--- src/rtl/mem_arb_pkg.sv ---
// mem_arb_pkg: shared types and constants for the two-port memory arbiter.
// Sequencer states and the port index encoding used on the grant output.
package mem_arb_pkg;

    typedef enum logic [1:0] {
        IDLE = 2'd0,
        LO   = 2'd1,
        HI   = 2'd2,
        FIN  = 2'd3
    } state_t;

    localparam logic PORT_C = 1'b0;
    localparam logic PORT_H = 1'b1;

endpackage

--- src/rtl/mem_arb_pick.sv ---
// mem_arb_pick: combinational grant selection between the CPU and host ports.
// A port whose ack is high this cycle is masked so it cannot be re-granted
// while its requester is still seeing the completion pulse.
// Build macro MEM_ARB_ROUND_ROBIN_EN: when defined, ties go to the port named
// by prio (the one not granted last); otherwise C always wins ties.
module mem_arb_pick
    import mem_arb_pkg::*;
(
    input  logic c_req,
    input  logic h_req,
    input  logic c_mask,
    input  logic h_mask,
`ifdef MEM_ARB_ROUND_ROBIN_EN
    input  logic prio,
`endif
    output logic valid,
    output logic port
);

    logic c_live;
    logic h_live;

    // Mask acked ports, then resolve the winner.
    always_comb begin
        c_live = c_req & ~c_mask;
        h_live = h_req & ~h_mask;
        valid  = c_live | h_live;
        port   = PORT_C;
`ifdef MEM_ARB_ROUND_ROBIN_EN
        if (c_live && h_live) begin
            port = prio;
        end else if (h_live) begin
            port = PORT_H;
        end
`else
        if (!c_live && h_live) begin
            port = PORT_H;
        end
`endif
    end

endmodule

--- src/rtl/mem_arbiter.sv ---
// mem_arbiter: shares one byte-wide memory port between the CPU (C) and the
// host/loader (H). Word accesses become two little-endian byte cycles; each
// granted transaction runs to completion before the next grant.
// Build macro MEM_ARB_ROUND_ROBIN_EN selects round-robin arbitration; when it
// is undefined, C has fixed priority and no pointer register exists.
module mem_arbiter
    import mem_arb_pkg::*;
#(
    parameter int ADDR_W = 16
) (
    input  logic              clock,
    input  logic              reset,
    input  logic              c_req,
    input  logic              c_we,
    input  logic              c_word,
    input  logic [ADDR_W-1:0] c_addr,
    input  logic [15:0]       c_wdata,
    output logic [15:0]       c_rdata,
    output logic              c_ack,
    input  logic              h_req,
    input  logic              h_we,
    input  logic              h_word,
    input  logic [ADDR_W-1:0] h_addr,
    input  logic [15:0]       h_wdata,
    output logic [15:0]       h_rdata,
    output logic              h_ack,
    output logic [ADDR_W-1:0] mem_addr,
    output logic              mem_we,
    output logic [7:0]        mem_wdata,
    input  logic [7:0]        mem_rdata,
    output logic              busy,
    output logic              grant
);

    state_t state_reg, state_next;

    logic              grant_reg, grant_next;
    logic              we_reg, we_next;
    logic              word_reg, word_next;
    logic [7:0]        wdata_hi_reg, wdata_hi_next;
    logic [7:0]        lo_reg, lo_next;
    logic [ADDR_W-1:0] mem_addr_reg, mem_addr_next;
    logic              mem_we_reg, mem_we_next;
    logic [7:0]        mem_wdata_reg, mem_wdata_next;
    logic [15:0]       c_rdata_reg, c_rdata_next;
    logic [15:0]       h_rdata_reg, h_rdata_next;
    logic              c_ack_reg, c_ack_next;
    logic              h_ack_reg, h_ack_next;

    logic              pick_valid;
    logic              pick_port;
    logic              sel_we;
    logic              sel_word;
    logic [ADDR_W-1:0] sel_addr;
    logic [15:0]       sel_wdata;
    logic [15:0]       fin_rdata;

`ifdef MEM_ARB_ROUND_ROBIN_EN
    logic prio_reg;

    // Pointer names the port that wins the next tie: the one not granted last.
    always_ff @(posedge clock) begin
        if (reset) begin
            prio_reg <= PORT_C;
        end else if (state_reg == IDLE && pick_valid) begin
            prio_reg <= ~pick_port;
        end
    end
`endif

    mem_arb_pick u_pick (
        .c_req  (c_req),
        .h_req  (h_req),
        .c_mask (c_ack_reg),
        .h_mask (h_ack_reg),
`ifdef MEM_ARB_ROUND_ROBIN_EN
        .prio   (prio_reg),
`endif
        .valid  (pick_valid),
        .port   (pick_port)
    );

    // State register.
    always_ff @(posedge clock) begin
        if (reset) begin
            state_reg <= IDLE;
        end else begin
            state_reg <= state_next;
        end
    end

    // Next-state logic: IDLE -> LO -> (HI for words) -> FIN -> IDLE.
    always_comb begin
        state_next = state_reg;
        unique case (state_reg)
            IDLE: if (pick_valid) state_next = LO;
            LO:   state_next = word_reg ? HI : FIN;
            HI:   state_next = FIN;
            FIN:  state_next = IDLE;
            default: state_next = IDLE;
        endcase
    end

    // Output/datapath next values for each state.
    always_comb begin
        grant_next     = grant_reg;
        we_next        = we_reg;
        word_next      = word_reg;
        wdata_hi_next  = wdata_hi_reg;
        lo_next        = lo_reg;
        mem_addr_next  = mem_addr_reg;
        mem_we_next    = 1'b0;
        mem_wdata_next = mem_wdata_reg;
        c_rdata_next   = c_rdata_reg;
        h_rdata_next   = h_rdata_reg;
        c_ack_next     = 1'b0;
        h_ack_next     = 1'b0;

        sel_we    = (pick_port == PORT_H) ? h_we    : c_we;
        sel_word  = (pick_port == PORT_H) ? h_word  : c_word;
        sel_addr  = (pick_port == PORT_H) ? h_addr  : c_addr;
        sel_wdata = (pick_port == PORT_H) ? h_wdata : c_wdata;
        // In FIN mem_rdata carries the last byte fetched (the only byte for
        // a byte access, the high byte for a word access).
        fin_rdata = word_reg ? {mem_rdata, lo_reg} : {8'h00, mem_rdata};

        unique case (state_reg)
            IDLE: begin
                if (pick_valid) begin
                    grant_next     = pick_port;
                    we_next        = sel_we;
                    word_next      = sel_word;
                    wdata_hi_next  = sel_wdata[15:8];
                    mem_addr_next  = sel_addr;
                    mem_we_next    = sel_we;
                    mem_wdata_next = sel_wdata[7:0];
                end
            end
            LO: begin
                if (word_reg) begin
                    mem_addr_next  = mem_addr_reg + ADDR_W'(1);
                    mem_we_next    = we_reg;
                    mem_wdata_next = wdata_hi_reg;
                end
            end
            HI: begin
                lo_next = mem_rdata;
            end
            FIN: begin
                if (grant_reg == PORT_H) begin
                    h_ack_next = 1'b1;
                    if (!we_reg) h_rdata_next = fin_rdata;
                end else begin
                    c_ack_next = 1'b1;
                    if (!we_reg) c_rdata_next = fin_rdata;
                end
            end
            default: ;
        endcase
    end

    // Datapath and output registers; everything clears on reset.
    always_ff @(posedge clock) begin
        if (reset) begin
            grant_reg     <= PORT_C;
            we_reg        <= 1'b0;
            word_reg      <= 1'b0;
            wdata_hi_reg  <= 8'h00;
            lo_reg        <= 8'h00;
            mem_addr_reg  <= '0;
            mem_we_reg    <= 1'b0;
            mem_wdata_reg <= 8'h00;
            c_rdata_reg   <= 16'h0000;
            h_rdata_reg   <= 16'h0000;
            c_ack_reg     <= 1'b0;
            h_ack_reg     <= 1'b0;
        end else begin
            grant_reg     <= grant_next;
            we_reg        <= we_next;
            word_reg      <= word_next;
            wdata_hi_reg  <= wdata_hi_next;
            lo_reg        <= lo_next;
            mem_addr_reg  <= mem_addr_next;
            mem_we_reg    <= mem_we_next;
            mem_wdata_reg <= mem_wdata_next;
            c_rdata_reg   <= c_rdata_next;
            h_rdata_reg   <= h_rdata_next;
            c_ack_reg     <= c_ack_next;
            h_ack_reg     <= h_ack_next;
        end
    end

    // Reset gates the write strobe directly so an aborted word write never
    // commits its second byte on the edge that samples reset.
    assign mem_we    = mem_we_reg & ~reset;
    assign mem_addr  = mem_addr_reg;
    assign mem_wdata = mem_wdata_reg;
    assign c_rdata   = c_rdata_reg;
    assign h_rdata   = h_rdata_reg;
    assign c_ack     = c_ack_reg;
    assign h_ack     = h_ack_reg;
    assign busy      = (state_reg != IDLE);
    assign grant     = grant_reg;

endmodule

--- config.mk ---
export PLATFORM = sky130hd
export DESIGN_NAME = mem_arbiter
export DESIGN_NICKNAME = d
export VERILOG_FILES = /design/src/rtl/mem_arb_pkg.sv /design/src/rtl/mem_arb_pick.sv /design/src/rtl/mem_arbiter.sv
export SDC_FILE = /design/constraint.sdc
export NUM_CORES = 1
export LEC_CHECK = 0
export CAP_MARGIN = 30
export CORE_ASPECT_RATIO = 1.25
export CORE_MARGIN = 2
export CORE_UTILIZATION = 39
export DETAILED_ROUTE_END_ITERATION = 6
export HOLD_SLACK_MARGIN = 0.05
export PLACE_DENSITY = 0.7
export SLEW_MARGIN = 40
export SYNTH_ARGS = -nofsm -noshare
export SYNTH_HDL_FRONTEND = slang
export SYNTH_SLANG_ARGS = --single-unit
--- constraint.sdc ---
create_clock -name clock -period 2.9 [get_ports clock]
set_input_delay 0.58 -clock clock [delete_from_list [all_inputs] [get_ports clock]]
set_output_delay 0.58 -clock clock [all_outputs]
set_load 0.005 [all_outputs]
======== Yosys cells after proc, flatten, opt, wreduce, memory -nomap -nowiden ========
Cells that the tools add are included.
word-level totals
  memories kept ........................... 0
  bits in registers ....................... 80
  RAM bits ................................ 0
  memory bits (read-only) ................. 0
  output and inout port bits .............. 61
  logic and storage cells ................. 59
  input port bits ......................... 80
  latch bits .............................. 0
operators by class
  div/mod/pow operators ................... 0
  magnitude comparators ................... 0
  equality and inequality tests ........... 5
  shift operators ......................... 0
  bitwise operators ....................... 10
  reduce and logical (&&, ||, !) cells .... 10
  multiply operators ...................... 0
  multiplexer cells ....................... 20
  add/subtract/negate cells ............... 1
operators with widths
  kind                                                                    count
  16-bit two-way mux                                                      5
  16-bit case mux with 2 select lines                                     1
  16-bit by 1-bit adder with 16-bit output (second input constant)        1
  8-bit two-way mux                                                       2
  8-bit case mux with 2 select lines                                      1
  3-bit AND reduction                                                     3
  1-bit two-way mux                                                       8
  2-bit case mux with 4 select lines                                      1
  1-bit NOT                                                               6
  2-bit equality test (second input constant)                             2
  2-bit != test (second input constant)                                   2
  2-bit nonzero test                                                      2
  1-bit bitwise AND                                                       3
  2-bit by 1-bit equality test with 1-bit output (second input constant)  1
  2-bit zero test                                                         1
  2-bit two-way mux                                                       1
  1-bit case mux with 2 select lines                                      1
  2-bit AND reduction                                                     1
  2-bit OR reduction                                                      1
  1-bit logical AND                                                       1
  1-bit zero test                                                         1
  1-bit bitwise OR                                                        1

======== Depth between registers and ports, before layout ========
Gate-level depths: netlist of run 1.
  word-level depth ........................ 8
  gate-level depth with buffers ........... 9
  gate-level depth less buffers ........... 7

======== By module ========
A second synthesis of run 1 with hierarchy kept.
second synthesis, totals
  cell total of the unflattened synthesis .. 459
  area, all modules ....................... 3,891.2 µm²
modules (own cells, without submodules)
  module        cells each  area each (µm²)  sequential area each (µm²)  times used
  mem_arbiter   454         3,852.4          1,601.5                     1
  mem_arb_pick  5           38.8             0.0                         1

======== Worst setup path before layout of run 1 ========
OpenSTA, ideal clock, no wires.
  kind .................................... input to register
  from .................................... input port c_req
  to ...................................... register mem_addr_reg[12] (netlist: mem_addr[12])
  arrival time ............................ 1,678 ps
  stages .................................. 7
  setup time .............................. 138 ps
  path slack .............................. 1,084 ps
  path buffers ............................ 2
  data required time ...................... 2,762 ps
  cell sequence ........................... nand2b_1 -> buf_4 -> nand2_1 -> buf_4 -> mux2_2 -> a221oi_1 -> o32ai_1
on the way
  longest elaborated chain between the ends .. 7
  elaborated cells between the ends (all ways) .. 10
  classes of those cells .................. 1 x eq/ne; 4 x mux; 2 x bitwise; 3 x reduce/logical
RTL lines
  element                              RTL line            text
  start: declaration                   mem_arbiter.sv:13   input logic c_req,
  1-bit bitwise AND (*)                mem_arb_pick.sv:25  c_live = c_req & ~c_mask;
  1-bit zero test                      mem_arb_pick.sv:36  if (!c_live && h_live) begin
  1-bit logical AND                    mem_arb_pick.sv:36
  1-bit two-way mux                    mem_arb_pick.sv:36
  16-bit two-way mux                   mem_arbiter.sv:121  sel_addr = (pick_port == PORT_H) ? h_addr : c_addr;
  16-bit two-way mux                   mem_arbiter.sv:129  if (pick_valid) begin
  16-bit case mux with 2 select lines  mem_arbiter.sv:127  unique case (state_reg)
  end signal: assignment               mem_arbiter.sv:183  mem_addr_reg <= mem_addr_next;
  end: declaration                     mem_arbiter.sv:42   logic [ADDR_W-1:0] mem_addr_reg, mem_addr_next;
Every way passes the cells marked *; elsewhere a longest branch is shown, timed or not. The select of a mux whose other input is x is not followed.
A chain may end at the register's enable or synchronous reset.

======== Worst setup path after layout of run 1 ========
  from .................................... register state_reg[0]
  to ...................................... output port busy
on the way
  longest elaborated chain between the ends .. 1
RTL lines
  element                   RTL line            text
  start: declaration        mem_arbiter.sv:35   state_t state_reg, state_next;
  start signal: assignment  mem_arbiter.sv:88   state_reg <= state_next;
  2-bit nonzero test        mem_arbiter.sv:202  assign busy = (state_reg != IDLE);
  end: declaration          mem_arbiter.sv:31   output logic busy,
Every way passes these cells.

==> results.json, run 1 <==
{
  "wl_per_cell_um": 16.8,
  "synthCells": 453,
  "coreArea_um2": 9610,
  "grt_pass1_wl_um": 18500,
  "clock-skew-final_ns": 0.00416,
  "drt_wl_total_um": 11900,
  "yosys_warnings": 0,
  "track_usage_pct": 22.2,
  "stdcell_count": 710,
  "vias": 3886,
  "detailed_place_hpwl_um": 8560,
  "synth_edf_count": 0,
  "slew_viol_final": 0,
  "cts.repair.resized": 0,
  "max-cap-violations": 0,
  "fin_area_um2": 5690,
  "slew_headroom_pct": 46.1,
  "grt_pass1_vias": 3768,
  "cts_sinks": 80,
  "grt.overflow.total": 0,
  "synth_top_family_by_area": "simple AND/OR/NAND/NOR gates",
  "cp.arrival_ns": 1.89,
  "cts_max_level": 3,
  "min_path_type": "register to register",
  "critical_path.max_fanout": 9,
  "synthArstFlopShare_pct": 0,
  "cts_hold_buf": 0,
  "avgSynthCellArea_um2": 8.52,
  "hold_ws_ns": 0.453,
  "post_cts_buffers": 0,
  "row_count": 40,
  "io_pins": 141,
  "antenna_found_initial": 0,
  "dp.cells": 695,
  "cts_buffers": 9,
  "drive_gt1_share_pct": 8.22,
  "grt_max_degree": 83,
  "synthTopCellsByCount": "dfxtp_1 (80), nand2_1 (49), nor2_1 (45), a21oi_1 (36), mux2i_1 (32)",
  "rsz0062_at_grt": "no",
  "cts_buffer_depth": 2,
  "post-route-min-period_ns": 2.47,
  "fmax_mhz": 405,
  "die_width_um": 93.0,
  "seq_area_frac_synth_pct": 41.5,
  "critPathLaunchType": "register",
  "synth.area.mux_share_pct": 12.7,
  "critPathCaptureType": "output port",
  "worst_ep_required_time_ns": 2.32,
  "n_antenna_cell": 0,
  "drt-initial-drc-count": 165,
  "clock_latency_ns": 0.33,
  "ir_drop_uv": 485,
  "synth_fa_ha_area_share_pct": 1.62,
  "placed_cell_area_um2": 5350,
  "clk_pin_slew_ns": 0.06,
  "status": "complete, no violations",
  "numPortBuffers": 140,
  "drc": 0,
  "ys.flop_type": "dfxtp_1",
  "yosysMostFrequentCell": "dfxtp_1",
  "ctsRootBufferMaster": "clkbuf_16",
  "p_leak_nw": 2.04,
  "final_util_pct": 59.2,
  "finalSetupViolations": 0,
  "yosys.area.top_type_share_pct": 41.5,
  "initial_utilization_pct": 40.2,
  "synth_compound_area_share_pct": 18.9,
  "syn_area_um2": 3860,
  "dieArea_um2": 10700,
  "synthSimpleGateAreaFrac_pct": 20.1,
  "ys_seq_elements": 80,
  "synth_xor_area_share_pct": 0,
  "syn_to_final_growth_pct": 47.3,
  "cts_tree": "yes",
  "gp_congestion": 0.943,
  "setup_tns_ns": 0,
  "hold_violations": 0,
  "final_nets": 665,
  "synth.distinct_cells": 48,
  "power_density_nw_per_um2": 772,
  "worst_pin_slew_ns": 0.809,
  "synth.area.top_cells": "dfxtp_1 (42%), mux2i_1 (8.3%), nand2_1 (4.8%)",
  "syn-num-nets": 538,
  "fin_crit_sh_pct": 85.1,
  "vias_per_cell": 5.47,
  "ant_nets": 0,
  "yosysTopAreaCell": "dfxtp_1",
  "crit_type": "register to output port",
  "drt-pass1-iter-count": 4,
  "die_y_um": 115
}
-- report_power, final --
group          internal, W  switching, W  leakage, nW
clock network     0.000834      0.000435        0.165
logic             0.000785      0.000799         1.22
registers          0.00133      0.000210        0.652
total              0.00294       0.00144         2.04
-- final cells by class --
type / count / area, um^2
fillers: 836 / 3920
multi-input cells: 326 / 2060
inverters: 11 / 41.3
flip-flops and latches: 80 / 1600
repair buffers: 152 / 1490
clock inverters: 6 / 109
well taps: 126 / 158
clock buffers: 9 / 225
-- critical path, stage by stage (launching register included) --
cell and delay, ns:
dfxtp_1 0.37, inv_1 0.10, ha_1 0.33, inv_1 0.21, clkdlybuf4s50_1 0.54
-- final timing paths --
| path | from | endpoint | slack, ns | cells after the start |
|---|---|---|---|---|
| max | state_reg[0]$_SDFFE_PP0P_ | busy | 0.43 | 4 |
| min | h_rdata[9]$_SDFFE_PP0P_ | h_rdata[9]$_SDFFE_PP0P_ | 0.45 | 2 |
| max reg2reg | state_reg[1]$_SDFFE_PP0P_ | mem_addr[5]$_SDFFE_PP0P_ | 0.63 | 8 |
| min reg2reg | h_rdata[9]$_SDFFE_PP0P_ | h_rdata[9]$_SDFFE_PP0P_ | 0.45 | 2 |
-- logic make-up after synthesis --
logic type / Yosys count
and+or+nand+nor: 162
AOI/OAI and AO/OA: 112
buffers and inverters: 47
DFF: 80
adders and majority gates: 5
muxes: 47
-- per-stage QoR --
stage	total power (W)	setup WS [ns]
6_report	0.00439	0.433
5_1_grt	0.00463	0.377
4_1_cts	0.00442	0.435
3_5_place_dp	0.00313	0.344
3_3_place_gp	0.00309	0.411
2_1_floorplan	0.00241	1.08
-- layout by cell type, fill, tap and decap left out, types with 3 or more instances in the layout --
master,synthesis,routed
nand3b_1,14,14
mux2_2,15,15
buf_4,3,12
bufinv_16,0,3
a21oi_1,36,36
o22a_1,4,4
ha_1,5,5
clkbuf_16,0,9
a311oi_1,9,9
nor2_1,45,45
inv_1,10,10
a211oi_1,16,16
dfxtp_1,80,80
nand3_1,27,27
nand2_1,49,49
nor3_1,4,4
nand2b_1,3,3
o32ai_1,7,7
nor4_1,3,3
o21ai_0,24,24
mux2i_1,32,32
clkdlybuf4s50_1,0,139
-- layer usage --
metal | vias up | GRT usage [%] | wire (um) | share of wire [%]
li1 | 1889 | - | - | -
met1 | 1825 | 23.7 | 4550 | 38
met2 | 149 | 39.6 | 6100 | 51
met3 | 23 | 6.49 | 1060 | 8.9
met4 | 0 | 11.2 | 235 | 2.0
met5 | - | 0 | 0 | 0
Power figures use the tool's default switching activity.
==> inputs of run 2 (changes only) <==
- MAX_ROUTING_LAYER: unset -> met4
==> run 2 against run 1 <==
Effect of this change: wire length is 0.14% lower; count of clock-buffer cells in the layout is 1 higher; design area is 0.81% lower; critical path type unchanged; highest routed layer unchanged.
==> results.json, run 2 (same netlist as run 1, synthesis figures left out) <==
{
  "status": "complete, no violations",
  "clock_latency_ns": 0.33,
  "drt-pass1-iter-count": 5,
  "hold_ws_ns": 0.457,
  "power_density_nw_per_um2": 745,
  "hold_violations": 0,
  "fmax_mhz": 404,
  "row_count": 40,
  "initial_utilization_pct": 40.2,
  "finalSetupViolations": 0,
  "wl_per_cell_um": 16.8,
  "cts_max_level": 3,
  "hold_path_startpoint": "h_rdata[9]$_SDFFE_PP0P_",
  "cts_buffer_depth": 2,
  "worst_pin_slew_ns": 0.806,
  "critPathCaptureType": "output port",
  "p_leak_nw": 2.01,
  "clock-skew-final_ns": 0.00948,
  "cp.arrival_ns": 1.89,
  "die_width_um": 93.0,
  "dieArea_um2": 10700,
  "final_util_pct": 58.7,
  "ctsRootBufferMaster": "clkbuf_16",
  "post-route-min-period_ns": 2.47,
  "syn_to_final_growth_pct": 46.1,
  "gp_congestion": 0.951,
  "final_cell_mix": "clkdlybuf4s50_1 (139), dfxtp_1 (80), nand2_1 (49)",
  "min_path_type": "register to register",
  "vias": 3877,
  "post_cts_buffers": 0,
  "drc": 0,
  "n_antenna_cell": 0,
  "numPortBuffers": 140,
  "dp.cells": 696,
  "antenna_found_initial": 0,
  "drive_gt1_share_pct": 8.38,
  "detailed_place_hpwl_um": 8610,
  "grt_max_degree": 82,
  "slew_viol_final": 0,
  "coreArea_um2": 9610,
  "critical_path.max_fanout": 9,
  "cts_buffers": 9,
  "crit_type": "register to output port",
  "cts.repair.resized": 0,
  "stdcell_count": 711,
  "final_common_cell": "clkdlybuf4s50_1",
  "clk_pin_slew_ns": 0.06,
  "setup_tns_ns": 0,
  "ant_nets": 0,
  "fin_crit_sh_pct": 85.3,
  "die_y_um": 115,
  "rsz0062_at_grt": "no",
  "drt_wl_total_um": 11900,
  "grt_pass1_wl_um": 18900,
  "ir_drop_uv": 414,
  "max-cap-violations": 0,
  "worst_ep_required_time_ns": 2.32,
  "final_nets": 666,
  "cts_tree": "yes",
  "cts_hold_buf": 0,
  "r2r_start": "state_reg[1]$_SDFFE_PP0P_",
  "post-place-ws_ns": 0.343,
  "cts_sinks": 80,
  "critPathLaunchType": "register",
  "drt-initial-drc-count": 264,
  "slew_headroom_pct": 46.3,
  "io_pins": 141,
  "fin_ws_ns": 0.428,
  "grt.overflow.total": 0,
  "track_usage_pct": 22.7,
  "vias_per_cell": 5.45,
  "crit_start": "state_reg[0]$_SDFFE_PP0P_",
  "grt_pass1_vias": 3761
}
==> run 2: metal layers <==
metal	part of all wire [%]	global-route usage [%]
met1	41	26.2
met2	49	39.3
met3	7.1	5.31
met4	2.9	6.57
met5	0	-
==> run 2: path summary, 6_finish.rpt <==
path | endpoint | cells past startpoint | slack (ns)
max | busy | 4 | 0.43
min | h_rdata[9]$_SDFFE_PP0P_ | 2 | 0.46
max reg2reg | mem_addr[5]$_SDFFE_PP0P_ | 8 | 0.57
min reg2reg | h_rdata[9]$_SDFFE_PP0P_ | 2 | 0.46
==> run 2: area by class of cell <==
cell class	count	area [um^2]
clock buffer	10	239
inverter	11	41.3
tap	126	158
multi-input combinational	326	2060
clock inverter	5	41.3
timing repair buffer	153	1490
sequential	80	1600
fill	833	3970
==> run 2: worst max-delay path: stages (launching register included) <==
cell and delay (ns):
dfxtp_1 0.37, inv_1 0.10, ha_1 0.33, inv_1 0.23
clkdlybuf4s50_1 0.54
==> run 2: through the flow <==
step / power (W) / instance area (um^2)
finish: 0.00420 / 5640
global route: 0.00445 / 5640
CTS: 0.00422 / 5640
detailed placement: 0.00315 / 5360
global placement: 0.00310 / 5360
floorplan: 0.00241 / 3860
==> run 2: where the power goes <==
part / internal, W / switching (W)
Combinational: 0.000795 / 0.000811
Sequential: 0.00133 / 0.000207
Clock: 0.000604 / 0.000459
==> inputs of run 3 (changes only) <==
- ABC_AREA: unset -> 1
- PLACE_DENSITY: 0.7 -> 0.68
==> run 3 against run 2 <==
Effect of this change: wire length increased by 4.6%; clock power is 9% higher; die area increased by 6.0%; final cell count rose by 26%; synthesized area is 6.3% higher; combinational power up 16%; sequential power rose by 8%.
==> results.json, run 3 <==
{
  "status": "complete, no violations",
  "n_antenna_cell": 0,
  "die_width_um": 95.7,
  "final_util_pct": 57.6,
  "wl_per_cell_um": 14.0,
  "detailed_place_hpwl_um": 9030,
  "cts_hold_buf": 0,
  "clk_pin_slew_ns": 0.07,
  "cts_max_level": 3,
  "nFillCells": 963,
  "path_cells": "clkdlybuf4s50_1, nor2_1, clkdlybuf4s50_1",
  "worst_ep_required_time_ns": 2.32,
  "max-cap-violations": 0,
  "slew_viol_final": 0,
  "vias_per_cell": 4.98,
  "die_y_um": 119,
  "p_leak_nw": 2.55,
  "path_buf_inv": 2,
  "syn_to_final_growth_pct": 42.7,
  "grt.overflow.total": 0,
  "drt-pass1-iter-count": 4,
  "ys_seq_elements": 80,
  "p_int_w": 0.00293,
  "final_nets": 845,
  "numPortBuffers": 140,
  "synth_edf_count": 0,
  "synthTopCellsByCount": "nand2_1 (132), nor2_1 (119), dfxtp_1 (80), o21ai_0 (73), inv_1 (69)",
  "gp_congestion": 0.850,
  "initial_utilization_pct": 40.4,
  "row_count": 41,
  "final_common_cell": "clkdlybuf4s50_1",
  "drc": 0,
  "p_clk_share_pct": 24.8,
  "io_pins": 141,
  "cp_slowest_cell": "clkdlybuf4s50_1",
  "critPathCaptureType": "output port",
  "yosys.area.top_type_share_pct": 39.0,
  "ant_nets": 0,
  "syn_area_um2": 4100,
  "ir_drop_uv": 335,
  "fin_crit_sh_pct": 80.5,
  "p_sw_share_pct": 37.4,
  "fin_ws_ns": 0.566,
  "clock-skew-final_ns": 0.00983,
  "synthArstFlopShare_pct": 0,
  "drive_gt1_share_pct": 4.58,
  "synth.distinct_cells": 28,
  "cts_sinks": 80,
  "yosys_warnings": 0,
  "post-route-min-period_ns": 2.33,
  "dieArea_um2": 11400,
  "power_density_nw_per_um2": 800,
  "vias": 4451,
  "final_cell_mix": "clkdlybuf4s50_1 (140), nand2_1 (132), nor2_1 (119)",
  "ctsRootBufferMaster": "clkbuf_16",
  "synth.area.top_cells": "dfxtp_1 (39%), nand2_1 (12%), nor2_1 (11%)",
  "hold_violations": 0,
  "combPwrFrac_pct": 39.7,
  "yosysTopAreaCell": "dfxtp_1",
  "drt_wl_total_um": 12500,
  "cts_buffers": 9,
  "finalSetupViolations": 0,
  "cts_tree": "yes",
  "cpLargestDelayFamily": "buffers and inverters",
  "syn-num-nets": 717,
  "p_switching_w": 0.00175,
  "worst_pin_slew_ns": 0.728,
  "antenna_found_initial": 0,
  "seqPwrFrac_pct": 35.5,
  "seq_area_frac_synth_pct": 39.0,
  "yosysMostFrequentCell": "nand2_1",
  "stdcell_count": 894,
  "clock_latency_ns": 0.34,
  "post_cts_buffers": 0,
  "setup_tns_ns": 0,
  "ys.flop_type": "dfxtp_1",
  "critical_path.max_fanout": 3,
  "fin_area_um2": 5850,
  "grt_pass1_wl_um": 19700,
  "dp.cells": 878,
  "critPathLaunchType": "input port",
  "crit_type": "input port to output port",
  "synthCells": 632,
  "cts.repair.resized": 0,
  "rsz0062_at_grt": "no",
  "fmax_mhz": 429,
  "avgSynthCellArea_um2": 6.49,
  "grt_max_degree": 51,
  "cp_common_cell": "clkdlybuf4s50_1",
  "cp_slowest_stage_delay_ns": 0.51,
  "cts_buffer_depth": 2,
  "drt-initial-drc-count": 145,
  "slew_headroom_pct": 51.4,
  "coreArea_um2": 10200,
  "grt_pass1_vias": 4191,
  "track_usage_pct": 22.5,
  "cp.arrival_ns": 1.75,
  "min_path_type": "register to register",
  "post-place-ws_ns": 0.489,
  "placed_cell_area_um2": 5550
}
-- run 3: worst register-to-register path, stage by stage, from the launching register on --
cell	delay [ns]
dfxtp_1	0.35
inv_1	0.09
ha_1	0.24
buf_4	0.37
nor2_1	0.11
a21oi_2	0.12
nand2_2	0.15
buf_4	0.23
a21oi_1	0.16
o21ai_1	0.10
nand2_1	0.07
inv_1	0.03
-- run 3: final cells by class --
type,instances,area [um^2],share of cell area [%]
multi-input cells,447,2040,34.9
flip-flops and latches,80,1600,27.4
repair buffers,148,1460,25.0
inverters,74,283,4.83
clock buffers,10,229,3.91
well taps,129,161,2.76
clock inverters,6,75.1,1.28
-- run 3: metal layers --
layer / vias up / wire, um / track usage (%)
li1: 2263 / - / -
met1: 2019 / 5020 / 25.0
met2: 136 / 6320 / 38.9
met3: 33 / 799 / 4.97
met4: 0 / 334 / 7.77
met5: - / 0 / -
-- run 3: worst paths after layout --
check,start,end,slack [ns],cells after the start
worst max register to register,state_reg[1]$_SDFFE_PP0P_,mem_wdata[5]$_SDFFE_PP0P_,0.79,11
worst min register to register,we_reg$_SDFFE_PP0P_,we_reg$_SDFFE_PP0P_,0.49,2
worst max-delay path,reset,mem_we,0.57,3
worst min-delay path,we_reg$_SDFFE_PP0P_,we_reg$_SDFFE_PP0P_,0.49,2
-- run 3: cell families (layout without fill, tap and decap cells) --
logic type,Yosys count,after routing,synth area share (%)
simple gates,301,301,30.1
compound gates,141,141,18.2
buf+inv,105,238,11.2
flops,80,80,39.0
fa+ha+maj,5,5,1.53
-- run 3: power groups by stage --
stage	registers [W]	logic, W	clock network, W
after floorplan	0.00163	0.00110	0
after global placement	0.00167	0.00182	0
after detailed placement	0.00168	0.00185	0
after CTS	0.00166	0.00187	0.00118
after global routing	0.00171	0.00211	0.00123
final	0.00166	0.00186	0.00116
-- run 3: metrics by stage --
step / hold slack [ns] / total power (W)
floorplan: 0.459 / 0.00273
global placement: 0.472 / 0.00349
detailed placement: 0.477 / 0.00353
CTS: 0.488 / 0.00471
global route: 0.510 / 0.00505
finish: 0.487 / 0.00468
